File: src/rtl/alu_ctrl_pkg.sv
// Shared constants, types and opcode helpers for the UART packet / ALU controller.
package alu_ctrl_pkg;

  localparam int unsigned HdrBytes = 4;
  localparam int unsigned OpBytes  = 4;

  localparam logic [7:0] OpcEcho = 8'hEC;
  localparam logic [7:0] OpcAdd  = 8'h8A;
  localparam logic [7:0] OpcMul  = 8'h8B;
  localparam logic [7:0] OpcDiv  = 8'h8C;

  typedef enum logic [1:0] {
    AluAdd = 2'd0,
    AluMul = 2'd1,
    AluDiv = 2'd2
  } alu_op_e;

  typedef enum logic [3:0] {
    StHdrOp,
    StHdrRsv,
    StHdrLenLo,
    StHdrLenHi,
    StEcho,
    StLoadA,
    StLoadB,
    StIssue,
    StWait,
    StSend,
    StDrain
  } state_e;

  function automatic logic is_arith(input logic [7:0] opc);
    return (opc == OpcAdd) || (opc == OpcMul) || (opc == OpcDiv);
  endfunction

  function automatic alu_op_e opc_to_alu(input logic [7:0] opc);
    case (opc)
      OpcMul:  return AluMul;
      OpcDiv:  return AluDiv;
      default: return AluAdd;
    endcase
  endfunction

endpackage

File: src/rtl/alu_ctrl_serdes.sv
// Word shift register: assembles operands from bytes (LSB first) and unloads a
// parallel-loaded result byte by byte, tracking the byte index within the word.
module alu_ctrl_serdes #(
  parameter int unsigned Width = 32,
  parameter int unsigned ByteW = 8
) (
  input  logic             clk_i,
  input  logic             rst_ni,
  input  logic             clr_i,
  input  logic             load_i,
  input  logic [Width-1:0] par_i,
  input  logic             shift_in_i,
  input  logic [ByteW-1:0] byte_i,
  input  logic             shift_out_i,
  output logic [Width-1:0] word_o,
  output logic [ByteW-1:0] byte_o,
  output logic             last_o
);

  localparam int unsigned NumBytes = Width / ByteW;
  localparam int unsigned IdxW     = $clog2(NumBytes);

  logic [Width-1:0] sr_q, sr_d;
  logic [IdxW-1:0]  idx_q, idx_d;

  always_comb begin
    sr_d  = sr_q;
    idx_d = idx_q;
    if (clr_i) begin
      idx_d = '0;
    end else if (load_i) begin
      sr_d  = par_i;
      idx_d = '0;
    end else if (shift_in_i) begin
      sr_d  = {byte_i, sr_q[Width-1:ByteW]};
      idx_d = idx_q + 1'b1;
    end else if (shift_out_i) begin
      sr_d  = {{ByteW{1'b0}}, sr_q[Width-1:ByteW]};
      idx_d = idx_q + 1'b1;
    end
  end

  always_ff @(posedge clk_i or negedge rst_ni) begin
    if (!rst_ni) begin
      sr_q  <= '0;
      idx_q <= '0;
    end else begin
      sr_q  <= sr_d;
      idx_q <= idx_d;
    end
  end

  assign word_o = sr_q;
  assign byte_o = sr_q[ByteW-1:0];
  assign last_o = (idx_q == IdxW'(NumBytes - 1));

endmodule

File: src/rtl/alu_packet_ctrl.sv
// Packet controller between the UART byte stream and the shared ALU: parses headers,
// echoes payloads or left-folds 32-bit operands through the ALU and sends the result.
module alu_packet_ctrl
  import alu_ctrl_pkg::*;
#(
  parameter int unsigned datawidth_p = 8,
  parameter int unsigned opwidth_p   = 32,
  parameter int unsigned lenwidth_p  = 16
) (
  input  logic                   clk_i,
  input  logic                   rst_ni,
  input  logic [datawidth_p-1:0] rx_data_i,
  input  logic                   rx_valid_i,
  output logic                   rx_ready_o,
  output logic [datawidth_p-1:0] tx_data_o,
  output logic                   tx_valid_o,
  input  logic                   tx_ready_i,
  output logic [1:0]             alu_op_o,
  output logic [opwidth_p-1:0]   alu_a_o,
  output logic [opwidth_p-1:0]   alu_b_o,
  output logic                   alu_valid_o,
  input  logic                   alu_ready_i,
  input  logic [opwidth_p-1:0]   alu_result_i,
  input  logic                   alu_result_valid_i,
  output logic                   err_o,
  output logic                   busy_o
);

  localparam logic [lenwidth_p-1:0] HdrLen      = lenwidth_p'(HdrBytes);
  localparam logic [lenwidth_p-1:0] MinArithLen = lenwidth_p'(HdrBytes + 2 * OpBytes);

  state_e                 state_q;
  logic                   run_q, err_q;
  logic [datawidth_p-1:0] opc_q, len_lo_q;
  alu_op_e                alu_op_q;
  logic [lenwidth_p-1:0]  rem_q;
  logic [opwidth_p-1:0]   acc_q;

  logic [opwidth_p-1:0]   sd_word;
  logic [datawidth_p-1:0] sd_byte;
  logic                   sd_last, sd_clr, sd_load, sd_shift_in, sd_shift_out;
  logic                   rx_fire, tx_fire;
  logic [lenwidth_p-1:0]  len_w, payload;

  assign len_w   = lenwidth_p'({rx_data_i, len_lo_q});
  assign payload = len_w - HdrLen;

  // run_q keeps rx_ready_o low while in reset and for the first cycle after it.
  always_comb begin
    rx_ready_o = 1'b0;
    tx_valid_o = 1'b0;
    tx_data_o  = sd_byte;
    unique case (state_q)
      StHdrOp, StHdrRsv, StHdrLenLo, StHdrLenHi, StLoadA, StLoadB, StDrain: rx_ready_o = run_q;
      StEcho: begin
        rx_ready_o = tx_ready_i;
        tx_valid_o = rx_valid_i;
        tx_data_o  = rx_data_i;
      end
      StSend:  tx_valid_o = 1'b1;
      default: ;
    endcase
  end

  assign rx_fire      = rx_valid_i & rx_ready_o;
  assign tx_fire      = tx_valid_o & tx_ready_i;
  assign sd_clr       = rx_fire && (state_q == StHdrLenHi);
  assign sd_load      = alu_result_valid_i && (state_q == StWait);
  assign sd_shift_in  = rx_fire && ((state_q == StLoadA) || (state_q == StLoadB));
  assign sd_shift_out = tx_fire && (state_q == StSend);

  alu_ctrl_serdes #(
    .Width (opwidth_p),
    .ByteW (datawidth_p)
  ) u_serdes (
    .clk_i       (clk_i),
    .rst_ni      (rst_ni),
    .clr_i       (sd_clr),
    .load_i      (sd_load),
    .par_i       (alu_result_i),
    .shift_in_i  (sd_shift_in),
    .byte_i      (rx_data_i),
    .shift_out_i (sd_shift_out),
    .word_o      (sd_word),
    .byte_o      (sd_byte),
    .last_o      (sd_last)
  );

  always_ff @(posedge clk_i or negedge rst_ni) begin
    if (!rst_ni) begin
      state_q  <= StHdrOp;
      run_q    <= 1'b0;
      err_q    <= 1'b0;
      opc_q    <= '0;
      len_lo_q <= '0;
      alu_op_q <= AluAdd;
      rem_q    <= '0;
      acc_q    <= '0;
    end else begin
      run_q <= 1'b1;
      err_q <= 1'b0;
      unique case (state_q)
        StHdrOp: if (rx_fire) begin
          opc_q   <= rx_data_i;
          state_q <= StHdrRsv;
        end
        StHdrRsv: if (rx_fire) state_q <= StHdrLenLo;
        StHdrLenLo: if (rx_fire) begin
          len_lo_q <= rx_data_i;
          state_q  <= StHdrLenHi;
        end
        StHdrLenHi: if (rx_fire) begin
          rem_q <= payload;
          if (len_w < HdrLen) begin
            err_q   <= 1'b1;
            state_q <= StHdrOp;
          end else if (opc_q == OpcEcho) begin
            state_q <= (payload == '0) ? StHdrOp : StEcho;
          end else if (is_arith(opc_q) && (len_w >= MinArithLen) &&
                       ((payload % lenwidth_p'(OpBytes)) == '0)) begin
            alu_op_q <= opc_to_alu(opc_q);
            state_q  <= StLoadA;
          end else begin
            err_q   <= 1'b1;
            state_q <= (payload == '0) ? StHdrOp : StDrain;
          end
        end
        StEcho, StDrain: if (rx_fire) begin
          rem_q <= rem_q - 1'b1;
          if (rem_q == lenwidth_p'(1)) state_q <= StHdrOp;
        end
        StLoadA: if (rx_fire) begin
          rem_q <= rem_q - 1'b1;
          if (sd_last) begin
            acc_q   <= {rx_data_i, sd_word[opwidth_p-1:datawidth_p]};
            state_q <= StLoadB;
          end
        end
        StLoadB: if (rx_fire) begin
          rem_q <= rem_q - 1'b1;
          if (sd_last) state_q <= StIssue;
        end
        StIssue: if (alu_ready_i) state_q <= StWait;
        StWait: if (alu_result_valid_i) begin
          acc_q   <= alu_result_i;
          state_q <= (rem_q == '0) ? StSend : StLoadB;
        end
        StSend: if (tx_fire && sd_last) state_q <= StHdrOp;
        default: state_q <= StHdrOp;
      endcase
    end
  end

  assign alu_valid_o = (state_q == StIssue);
  assign alu_a_o     = acc_q;
  assign alu_b_o     = sd_word;
  assign alu_op_o    = alu_op_q;
  assign err_o       = err_q;
  assign busy_o      = (state_q != StHdrOp);

endmodule

File: config.mk
export PLATFORM = sky130hd
export DESIGN_NAME = alu_packet_ctrl
export DESIGN_NICKNAME = d
export VERILOG_FILES = /design/src/rtl/alu_ctrl_pkg.sv /design/src/rtl/alu_ctrl_serdes.sv /design/src/rtl/alu_packet_ctrl.sv
export SDC_FILE = /design/constraint.sdc
export NUM_CORES = 1
export LEC_CHECK = 0
export ABC_CLOCK_PERIOD_IN_PS = 3200
export BUFFER_PORTS_ARGS = -buffer_cell sky130_fd_sc_hd__buf_2
export CORE_MARGIN = 5
export CORE_UTILIZATION = 56
export CTS_CLUSTER_DIAMETER = 120
export CTS_CLUSTER_SIZE = 30
export DETAILED_ROUTE_END_ITERATION = 10
export PLACE_DENSITY = 0.81
export SYNTH_ARGS = -nofsm -noshare
export SYNTH_HDL_FRONTEND = slang
export SYNTH_HIERARCHICAL = 1
export SYNTH_SLANG_ARGS = --single-unit
File: constraint.sdc
create_clock -name clk_i -period 3.2 [get_ports clk_i]
set_input_delay 0.16 -clock clk_i [delete_from_list [all_inputs] [get_ports clk_i]]
set_output_delay 0.16 -clock clk_i [all_outputs]
set_load 0.005 [all_outputs]
Word-level counts from Yosys, hierarchy flattened
Cells that the tools add are included.
Widths: inputs -> output; s select.
Cells by class
  $add $sub $neg: 3
  order comparisons: 2
  eq/ne operators: 30
  muxes and demuxes: 43
  bitwise operators: 5
  reduce and logical (&&, ||, !) cells: 29
Operators with widths (count)
  $mux 32: 6
  $mux 4: 18
  $pmux 32 s2: 1
  $logic_not 16->1: 3
  $pmux 4 s10: 1
  $eq 8x8->1 const B: 4
  $mux 16: 2
  $pmux 16 s2: 1
  $ne 2x2->1 const B: 11
  $eq 16x1->1 const B: 1
  $eq 4x3->1 const B: 4
  $ge 16x4->1 const B: 1
  $lt 16x3->1 const B: 1
  $sub 16x1->16 const B: 1
  $sub 16x3->16 const B: 1
  $reduce_and 13->1: 1
  $eq 4x4->1 const B: 3
  $eq 4x2->1 const B: 2
  $mux 2: 4
  $mux 8: 1
  $reduce_bool 4->1: 2
  $logic_and 1x1->1: 7
  $reduce_or 7->1: 1
  $ne 2x1->1 const B: 3
  other kinds (19): 32
Storage, ports and cells
  flip-flop bits (word level): 106
  input port bits: 46
  output and inout bits: 79

Depth between registers and ports, before layout
Gate-level depths: netlist (run 1).
  depth after elaboration: 10
  depth in mapped cells: 11
  gate-level depth less buffers: 8

Modules after synthesis
Netlist (run 1), hierarchy kept.
Modules (own cells, without submodules)
  alu_packet_ctrl: times used 1, cells an instance 483, area an instance 4514.3 µm²
  alu_ctrl_serdes: times used 1, cells an instance 125, area an instance 1770.4 µm²

Worst setup path before layout (run 1)
Ideal clock, no wire load.
  kind: reg-to-reg
  from: reg state_q[1]
  to: reg u_serdes.sr_q[0], in the netlist u_serdes/word_o[0]
  arrival time: 2544 ps
  data required time: 3075 ps
  setup slack: 531 ps
  stages on the path, launching flop included: 10
  path buffers: 2
  clock period less this slack: 2669 ps
  path through: dfrtp_1 -> buf_6 -> nor4b_4 -> and2_4 -> o21ai_4 -> nor3_1 -> nor2_4 -> a21oi_4 -> buf_6 -> mux2_2
Between the ends
  cells in the longest elaborated chain, start to end: 7
Ends and longest elaborated chain
  start: declaration: RTL line alu_packet_ctrl.sv:32  | state_e state_q;
  start signal: assignment: RTL line alu_packet_ctrl.sv:91  | state_q <= StHdrOp;
  start signal: assignment: RTL line alu_packet_ctrl.sv:105  | state_q <= StHdrRsv;
  start signal: assignment: RTL line alu_packet_ctrl.sv:107  | StHdrRsv: if (rx_fire) state_q <= StHdrLenLo;
  $eq 4x2->1 (tied with other cells): RTL line alu_packet_ctrl.sv:53  | unique case (state_q)
  $reduce_or 7->1: RTL line alu_packet_ctrl.sv:53
  $pmux 1 s2: RTL line alu_packet_ctrl.sv:53
  $and 1x1->1: RTL line alu_packet_ctrl.sv:65  | assign rx_fire = rx_valid_i & rx_ready_o;
  $logic_and 1x1->1 *: RTL line alu_packet_ctrl.sv:69  | assign sd_shift_in = rx_fire && ((state_q == StLoadA) || (state_q == StLoadB));
  net sd_shift_in: RTL line alu_packet_ctrl.sv:41  | logic sd_last, sd_clr, sd_load, sd_shift_in, sd_shift_out;
  $reduce_bool 3->1 (no line) or $mux 32 (tied branches)
  $reduce_and 2->1 (no line) or $mux 32 (tied branches)
  end signal: assignment: RTL line alu_ctrl_serdes.sv:48  | sr_q <= sr_d;
  end: declaration: RTL line alu_ctrl_serdes.sv:23  | logic [Width-1:0] sr_q, sr_d;
The timed path passes the listed nets; every way through them passes the cells marked *.
A chain may end at the register's enable or synchronous reset.

Worst setup path in the final report (run 1)
  from: reg state_q[2]
  to: reg u_serdes.sr_q[29], in the netlist u_serdes/word_o[29]
RTL lines
  $eq 4x4->1 or $eq 4x3->1 (tied branches): RTL line alu_packet_ctrl.sv:53, alu_packet_ctrl.sv:70
  $pmux 1 s2: RTL line alu_packet_ctrl.sv:53
  $and 1x1->1: RTL line alu_packet_ctrl.sv:66  | assign tx_fire = tx_valid_o & tx_ready_i;
  $logic_and 1x1->1 *: RTL line alu_packet_ctrl.sv:70  | assign sd_shift_out = tx_fire && (state_q == StSend);
  net sd_shift_out: RTL line alu_packet_ctrl.sv:41
  $reduce_bool 3->1 (no line) *
  $reduce_and 2->1 (no line) *
Marked as above.

==> impl_metrics.toml, run 1 <==
[outcome]
outcome = "finished, final reports clean"

[setup_path]
cp_slowest_stage_delay_ns = 0.59
crit_path_start_kind = "flop"
cp-end-kind = "flop"
arrival_ns = 2.95
critPathRequiredTime_ns = 3.44
cp_num_buf_inv = 1
path_class = "reg2reg"
crit_chain = "nand2b_1 -> or2_2 -> nor3b_1 -> nor2_4 -> a21oi_4 -> buf_4 -> mux2_2"
crit-reg2reg-launch = "state_q[2]"
r2r_cells = 7
rrSetupSlack_ns = 0.48
path_max_fanout = 21
crit_family = "simple AND/OR/NAND/NOR gates"
r2r-end = "u_serdes/word_o[29]"
cp_slowest_cell = "dfrtp_1"

[clock_tree]
cts-root-buf = "clkbuf_16"
cts_htree_levels = 3
clkTransAtPathRegs_ns = 0.08
cts_inserted_buffers = 9
cts_tree = "yes"
cts_num_sinks = 106
post_cts_buffers = 0
ctsLongestPathBuffers = 2
clk_latency_ns = 0.35

[sta]
skew_ns = 0.00914
setup_tns_ns = 0
rsz0062_at_grt = "false"
tightestPinTransition_ns = 0.906
fmax_ghz = 0.368
setup_viol = 0
finalHoldViolCount = 0
timing.slew.headroom_pct = 39.6
post-route-period-util_pct = 84.9
holdWs_ns = 0.125
fin_crit_ns = 2.72
slew_violations = 0

[power]
p_int_mw = 3.80
ir_drop_mv = 0.486
power_density_nw_per_um2 = 902
combPwrFrac_pct = 45.7
seqPwrFrac_pct = 37.6
p_sw_mw = 2.73
p_leak_nw = 3.29
clock_power_share_pct = 16.8
sw_frac_of_total_pct = 41.8

[placed_design]
gp_congestion = 0.893
dp_hpwl_um = 12900
post_dp_cell_area_um2 = 6950
io_buffer_count = 124

[layout]
final_cell_mix = "buf_2, dfrtp_1, a21oi_1"
final_cell_area_um2 = 7250
fin_nets = 762
syn_to_final_growth_pct = 15.3
final_common_cell = "buf_2"
layout-drive-gt1-share_pct = 36.5
nFillCells = 876

[grt]
grt_use_total_pct = 26.9
antenna_found_initial = 0
grt_pass1_wl_um = 28100
grt_max_degree = 70
first_global_vias = 5177
overflow = 0

[worst_hold_path]
hp-start = "alu_result_i[3]"
hold-path-cell-count = 3
min_to = "alu_a_o[3]"
hold_class = "in2reg"

[logic_synthesis]
synth_nets = 660
yosys-top-cells-area = "dfrtp_1, mux2_2, a21oi_1"
synthArstFlopShare_pct = 100
syn_area_per_cell_um2 = 10.3
ys.flop_type = "dfrtp_1"
ys_seq_area_share_pct = 42.2
ys_ff_latch = 106
yosys.area.top_type = "dfrtp_1"
synth.distinct_cells = 70
synth_edf_count = 0
synth_warnings = 6
synth_top_area_share_pct = 42.2
synth_cells = 608
synth.cell_area_um2 = 6280

[floorplanning]
coreArea_um2 = 10900
num_rows = 38
die_area_um2 = 13400
die_h_um = 116
start_util_pct = 57.5
pin_count = 125
die_width_um = 116

[drt]
wl_per_cell_um = 21.0
wl_um = 18000
drc = 0
firstDrtPassIters = 5
detail_route.iter0.violations = 425
via_count = 5328
viasPerCell = 6.22
ant_nets = 0

[job]
drv_cap = 0
==> worst max-delay path by stage <==
stage / end / slack, ns / cells past startpoint / startpoint
2_1_floorplan: u_serdes/word_o[0] / 0.53 / 9 / state_q[1]
3_3_place_gp: u_serdes/word_o[25] / 0.59 / 10 / state_q[0]
3_5_place_dp: u_serdes/word_o[18] / 0.53 / 10 / state_q[0]
4_1_cts: u_serdes/word_o[2] / 0.52 / 10 / state_q[0]
5_1_grt: u_serdes/word_o[31] / 0.32 / 9 / state_q[2]
6_report: u_serdes/word_o[29] / 0.48 / 7 / state_q[2]
==> flip-flops by register name, indices dropped and copies added, names as in the netlist, 2 cells and up <==
signal	cells
alu_op_o	2
alu_a_o	32
rem_q	16
u_serdes/idx_q	2
state_q	4
opc_q	8
u_serdes/word_o	32
len_lo_q	8
==> Yosys cell counts, types with 2 or more instances <==
| cell | instances |
|---|---|
| a21oi_1 | 92 |
| nor2b_1 | 4 |
| nor4_1 | 7 |
| buf_2 | 10 |
| inv_1 | 12 |
| o32ai_1 | 2 |
| o22ai_1 | 4 |
| o2bb2ai_1 | 2 |
| and2_1 | 5 |
| buf_6 | 7 |
| nor3_1 | 20 |
| nand2b_1 | 6 |
| nand4_1 | 4 |
| ha_1 | 6 |
| and4_1 | 2 |
| nor3b_1 | 6 |
| a211o_1 | 2 |
| or3_1 | 5 |
| xnor2_1 | 4 |
| or4_1 | 4 |
| or2_2 | 6 |
| o41ai_1 | 2 |
| o21ai_0 | 21 |
| o21a_1 | 3 |
| o221ai_1 | 2 |
| nor2_1 | 18 |
| a32o_1 | 3 |
| a22oi_1 | 3 |
| buf_1 | 3 |
| and3_1 | 3 |
| clkbuf_1 | 21 |
| mux2i_1 | 35 |
| nand3_1 | 6 |
| buf_4 | 10 |
| o211ai_1 | 2 |
| nand2_1 | 27 |
| xor2_1 | 8 |
| mux2_2 | 83 |
| a22o_1 | 12 |
| dfrtp_1 | 106 |
==> what timing repair did <==
action / 4_1_cts / 5_1_grt
hold buffers: 1 / 0
gates resized for setup: 0 / 0
hold endpoints to repair: 68 / 0
==> stage by stage <==
step | total power, mW | std cells | worst slack, ns | util [%]
2_1_floorplan | 4.36 | 608 | 0.531 | -
3_3_place_gp | 5.27 | 838 | 0.591 | 63.5
3_5_place_dp | 5.41 | 838 | 0.530 | 63.5
4_1_cts | 6.52 | 855 | 0.515 | 66.2
5_1_grt | 6.95 | 855 | 0.322 | 66.2
6_report | 6.54 | 856 | 0.483 | 66.3
==> power groups by stage <==
stage | sequential, mW | combinational (mW) | clock [mW]
detailed placement | 2.45 | 2.96 | 0
CTS | 2.44 | 2.98 | 1.10
floorplan | 2.30 | 2.06 | 0
finish | 2.45 | 2.99 | 1.10
global placement | 2.42 | 2.85 | 0
global route | 2.53 | 3.26 | 1.16
==> worst register-to-register path, delay by kind of cell, from the launching register on <==
family | cells | cell delay, ns
AND/OR/NAND/NOR | 4 | 1.16
flip-flops | 1 | 0.59
multiplexers | 1 | 0.39
buffers and inverters | 1 | 0.30
AO/OA/AOI/OAI | 1 | 0.17
==> layout make-up <==
class                      count  area, µm²  share of cell area (%)
inverter                      13       48.8                   0.673
antenna                        1       2.50                  0.0345
clock buffer                  11        243                    3.35
multi-input combinational    438       3310                    45.6
clock inverter                 5       46.3                   0.639
timing repair buffer         142        773                    10.7
sequential                   106       2650                    36.6
tap                          140        175                    2.42
==> logic make-up after synthesis <==
family	count (synthesis)	share of synthesized area, %
multiplexers	118	20.4
AO/OA/AOI/OAI	163	16.0
other	1	0.0597
XOR/XNOR	12	1.67
adder cells (fa/ha/maj)	6	1.19
AND/OR/NAND/NOR	138	12.9
flip-flops	106	42.2
buffers and inverters	64	5.45
==> metal layers <==
| metal | global-route usage, % | share of wire [%] |
|---|---|---|
| met2 | 41.1 | 48 |
| met5 | 0 | 0 |
| met3 | 4.86 | 6.7 |
| met4 | 10.5 | 2.7 |
| met1 | 38.1 | 42 |
(Power assumes the default switching activity.)
==> run 2: changes to the inputs <==
ABC_CLOCK_PERIOD_IN_PS = 2600   (was 3200)
clock period = 2.6 ns   (was 3.2 ns; I/O delays follow)
==> run 2 against run 1 <==
Routed wire length fell by 2.2%. Sequential power grew 21%. Via count is 2.1% higher. Design area is 2.2% higher. Clock-buffer cell count fell by 2. Die area did not move. Worst hold slack lost 0.032 ns. Sequential share of layout area shrank 0.80 points. Clock skew fell by 0.00071 ns. Power up 24%. Critical endpoint is now state_q[3]. Highest routed layer unchanged.
==> impl_metrics.toml, run 2 (synthesis results as in run 1) <==
[setup_path]
cp.depth = 6
rrSetupSlack_ns = 0.14
cp_slowest_cell = "dfrtp_1"
cp_slowest_stage_delay_ns = 0.60
cp_num_buf_inv = 1
cp-end-kind = "flop"
critPathLaunch = "state_q[3]"
cp-endpoint = "state_q[3]"
path_class = "reg2reg"
crit-reg2reg-launch = "state_q[3]"
r2r-end = "state_q[3]"
critPathRequiredTime_ns = 2.84
crit_path_start_kind = "flop"
r2r_cells = 6
path_max_fanout = 11
crit_chain = "buf_4 -> nand2b_2 -> o32ai_1 -> a211o_1 -> nor3_4 -> mux2_2"
arrival_ns = 2.70
crit_family = "simple AND/OR/NAND/NOR gates"

[sta]
post-route-period-util_pct = 94.6
setup_tns_ns = 0
setup_viol = 0
slew_violations = 0
fin_crit_ns = 2.46
fmax_ghz = 0.406
finalHoldViolCount = 0
timing.slew.headroom_pct = 51.5
skew_ns = 0.00843
rsz0062_at_grt = "false"
tightestPinTransition_ns = 0.727

[layout]
nFillCells = 828
layout-drive-gt1-share_pct = 38.8
syn_to_final_growth_pct = 17.9
final_cell_mix = "buf_2, dfrtp_1, a21oi_1"
diodes = 0
fin_nets = 777
final_common_cell = "buf_2"

[clock_tree]
cts_num_sinks = 106
cts_tree = "yes"
cts_htree_levels = 3
cts-root-buf = "clkbuf_16"
ctsLongestPathBuffers = 2
clk_latency_ns = 0.35
cts_inserted_buffers = 9
clkTransAtPathRegs_ns = 0.08

[outcome]
outcome = "finished, final reports clean"

[floorplanning]
die_h_um = 116
pin_count = 125
num_rows = 38
coreArea_um2 = 10900
die_area_um2 = 13400
start_util_pct = 57.5
die_width_um = 116

[power]
ir_drop_mv = 0.629
power_density_nw_per_um2 = 1100
clock_power_share_pct = 16.3
combPwrFrac_pct = 47.3
seqPwrFrac_pct = 36.4
p_leak_nw = 3.38
p_sw_mw = 3.36
finalPower_mw = 8.13
sw_frac_of_total_pct = 41.3
p_int_mw = 4.77

[drt]
firstDrtPassIters = 5
via_count = 5438
drc = 0
ant_nets = 0
wl_per_cell_um = 20.2
wl_um = 17500
detail_route.iter0.violations = 422
viasPerCell = 6.25

[job]
drv_cap = 0

[grt]
first_global_vias = 5520
antenna_found_initial = 0
overflow = 0
grt_pass1_wl_um = 28200
grt_max_degree = 55
grt_use_total_pct = 26.7

[placed_design]
io_buffer_count = 124
gp_congestion = 0.962
dp_hpwl_um = 12700

[worst_hold_path]
hold_class = "in2reg"
[run 2: tightest hold or removal path, delay by kind of cell]
kind	cells	cell delay, ns
compound gates	1	0.13
buf+inv	1	0.09
mux	1	0.06
[run 2: cell type report]
class / instances / area, µm² / share of cell area [%]
Sequential cell: 106 / 2650 / 35.8
Clock inverter: 7 / 60.1 / 0.811
Timing Repair Buffer: 157 / 911 / 12.3
Tap cell: 140 / 175 / 2.36
Clock buffer: 9 / 225 / 3.04
Inverter: 13 / 48.8 / 0.659
Multi-Input combinational cell: 438 / 3340 / 45.0
[run 2: worst min-delay path by stage]
stage / from / endpoint / slack (ns) / cells past startpoint
3_5_place_dp: rst_ni / rem_q[6] / 0.23 / 1
2_1_floorplan: rst_ni / alu_a_o[0] / -0.17 / 0
5_1_grt: alu_result_i[12] / alu_a_o[12] / 0.11 / 3
4_1_cts: alu_result_i[3] / alu_a_o[3] / 0.08 / 3
6_report: alu_result_i[3] / alu_a_o[3] / 0.09 / 3
3_3_place_gp: rst_ni / rem_q[2] / 0.22 / 1
[run 2: power groups by stage]
stage | clock network [mW] | logic (mW) | registers, mW
3_3_place_gp | 0 | 3.66 | 2.93
6_report | 1.33 | 3.85 | 2.96
2_1_floorplan | 0 | 2.54 | 2.83
5_1_grt | 1.41 | 4.21 | 3.06
4_1_cts | 1.33 | 3.82 | 2.94
3_5_place_dp | 0 | 3.78 | 2.96
[run 2: timing repair]
action                                  CTS  global route
endpoints found under the setup margin    6            41
hold buffers                              1             0
hold endpoints to repair                 52             0
resized for setup                         1             5
buffers inserted                          0             0
[run 2: per-layer routing]
metal  wire [µm]  up-vias  global-route usage (%)
met3        1310       44                    4.96
li1            -     2473                       -
met5           0        -                       0
met2        8460      248                    42.4
met4         471        0                    10.2
met1        7310     2673                    36.4
[run 2: metrics by stage]
stage,hold slack (ns),util [%],setup slack (ns),area [µm²],instances
finish,0.0933,67.7,0.140,7410,870
global route,0.108,67.7,0.0269,7410,870
CTS,0.0844,67.5,0.0672,7390,870
detailed placement,0.234,64.8,0.0318,7090,853
global placement,0.217,64.8,0.156,7090,853
floorplan,-0.166,-,0.0424,6290,608
==> run 3: changes to the inputs <==
BUFFER_PORTS_ARGS = -buffer_cell sky130_fd_sc_hd__buf_4   (was -buffer_cell sky130_fd_sc_hd__buf_2)
==> run 3 against run 2 <==
Global-route usage up 1.2 points. Design area rose by 4.4%. Sequential power barely moved. Die area stayed put. Utilization up 3.0 points. Largest cell class unchanged. Combinational power is 8.8% higher. Sequential cell count unchanged. First-iteration DRC count rose by 22%. Clock-buffer cell count grew 2. Sequential share of layout area shrank 1.5 points.
==> impl_metrics.toml, run 3 (synthesis results as in run 1) <==
[setup_path]
crit_path_start_kind = "flop"
crit_chain = "or4_1 -> o21ai_0 -> nand2_1 -> o41ai_1 -> buf_4 -> o21ai_0 -> mux2_2"
path_class = "reg2reg"
arrival_ns = 2.69
crit-reg2reg-launch = "len_lo_q[4]"
cp.depth = 7
cp_slowest_cell = "or4_1"
cp-end-kind = "flop"
cp_slowest_stage_delay_ns = 0.60
r2r_cells = 7
crit_family = "simple AND/OR/NAND/NOR gates"
path_max_fanout = 7
rrSetupSlack_ns = 0.14
critPathMostFrequentCell = "o21ai_0"
cp-endpoint = "state_q[3]"
cp_num_buf_inv = 1
r2r-end = "state_q[3]"
critPathRequiredTime_ns = 2.83
critPathLaunch = "len_lo_q[4]"

[clock_tree]
cts_htree_levels = 3
cts_tree = "yes"
clkTransAtPathRegs_ns = 0.07
cts-root-buf = "clkbuf_16"
cts_inserted_buffers = 9
clk_latency_ns = 0.35
ctsLongestPathBuffers = 2
cts_num_sinks = 106

[power]
seqPwrFrac_pct = 34.8
sw_frac_of_total_pct = 39.7
p_sw_mw = 3.39
p_leak_nw = 3.45
clock_power_share_pct = 16.1
p_int_mw = 5.16
ir_drop_mv = 0.874
combPwrFrac_pct = 49.0
power_density_nw_per_um2 = 1110

[drt]
firstDrtPassIters = 6
detail_route.iter0.violations = 513
via_count = 5537
drc = 0
viasPerCell = 6.34
wl_per_cell_um = 21.2
ant_nets = 0
wl_um = 18500

[floorplanning]
pin_count = 125
coreArea_um2 = 10900
die_h_um = 116
die_area_um2 = 13400
start_util_pct = 57.5
die_width_um = 116
num_rows = 38

[placed_design]
gp_congestion = 0.932
place_inst = 856
dpl_worst_slack_ns = 0.165
dp_hpwl_um = 13300
io_buffer_count = 124

[grt]
first_global_vias = 5559
antenna_found_initial = 0
overflow = 0
grt_max_degree = 44
grt_pass1_wl_um = 29300
grt_use_total_pct = 27.8

[layout]
finalNonFillerCells = 873
layout-drive-gt1-share_pct = 38.6
syn_to_final_growth_pct = 23.0
nFillCells = 801
fin_nets = 780
final_cell_mix = "buf_4, dfrtp_1, a21oi_1"
final_common_cell = "buf_4"
diodes = 0

[job]
drv_cap = 0

[sta]
slew_violations = 0
setup_tns_ns = 0
rsz0062_at_grt = "false"
layout_setup_ws_ns = 0.141
finalHoldViolCount = 0
fin_crit_ns = 2.46
timing.slew.headroom_pct = 57.5
skew_ns = 0.00717
setup_viol = 0
tightestPinTransition_ns = 0.633
fmax_ghz = 0.407
post-route-period-util_pct = 94.6

[worst_hold_path]
hold_class = "in2reg"

[outcome]
outcome = "finished, final reports clean"
-- run 3: what timing repair did --
item	CTS	global route
endpoints found under the hold margin	38	0
setup endpoints to repair	0	8
hold buffers	1	0
resized for setup	0	3
buffers inserted	0	0
-- run 3: layout make-up --
type                       instances  area [µm²]  area share (%)
multi-input combinational        438        3320            42.9
sequential                       106        2650            34.3
timing repair buffer             160        1240            16.1
clock buffer                      11         243            3.14
tap                              140         175            2.27
clock inverter                     5        53.8           0.696
inverter                          13        48.8           0.631
-- run 3: routing by layer --
metal / vias to the layer above / track usage (%) / share of wire, %
li1: 2477 / - / -
met1: 2706 / 38.2 / 41
met2: 305 / 43.9 / 48
met3: 49 / 4.60 / 8.1
met4: 0 / 11.8 / 3.2
met5: - / 0 / 0
-- run 3: how the worst min path moves through the flow --
stage / endpoint / depth (start not counted) / start / slack, ns
after floorplan: alu_a_o[0] / 0 / rst_ni / -0.17
after global placement: rem_q[10] / 1 / rst_ni / 0.16
after detailed placement: rem_q[10] / 1 / rst_ni / 0.16
after CTS: alu_a_o[5] / 3 / alu_result_i[5] / 0.09
after global routing: alu_a_o[2] / 3 / alu_result_i[2] / 0.10
final: alu_a_o[5] / 3 / alu_result_i[5] / 0.1
-- run 3: power by group through the flow --
stage | logic [mW] | clock network [mW] | registers, mW
2_1_floorplan | 2.54 | 0 | 2.83
3_3_place_gp | 3.98 | 0 | 2.93
3_5_place_dp | 4.12 | 0 | 2.97
4_1_cts | 4.16 | 1.38 | 2.96
5_1_grt | 4.54 | 1.46 | 3.07
6_report | 4.19 | 1.38 | 2.98
-- run 3: worst reg2reg max path: cells and delay by family (launching register included) --
family | cells | cell delay, ns
multiplexers | 1 | 0.28
AND/OR/NAND/NOR | 2 | 0.73
buffers and inverters | 1 | 0.18
flip-flops | 1 | 0.45
AO/OA/AOI/OAI | 3 | 0.70
-- run 3: metrics by stage --
| step | hold WS, ns | util [%] | cell area [µm²] | total power, mW |
|---|---|---|---|---|
| after floorplan | -0.166 | - | 6290 | 5.37 |
| after global placement | 0.157 | 67.8 | 7420 | 6.90 |
| after detailed placement | 0.156 | 67.8 | 7420 | 7.08 |
| after CTS | 0.0937 | 70.6 | 7720 | 8.50 |
| after global routing | 0.102 | 70.7 | 7730 | 9.07 |
| final | 0.0972 | 70.7 | 7730 | 8.56 |
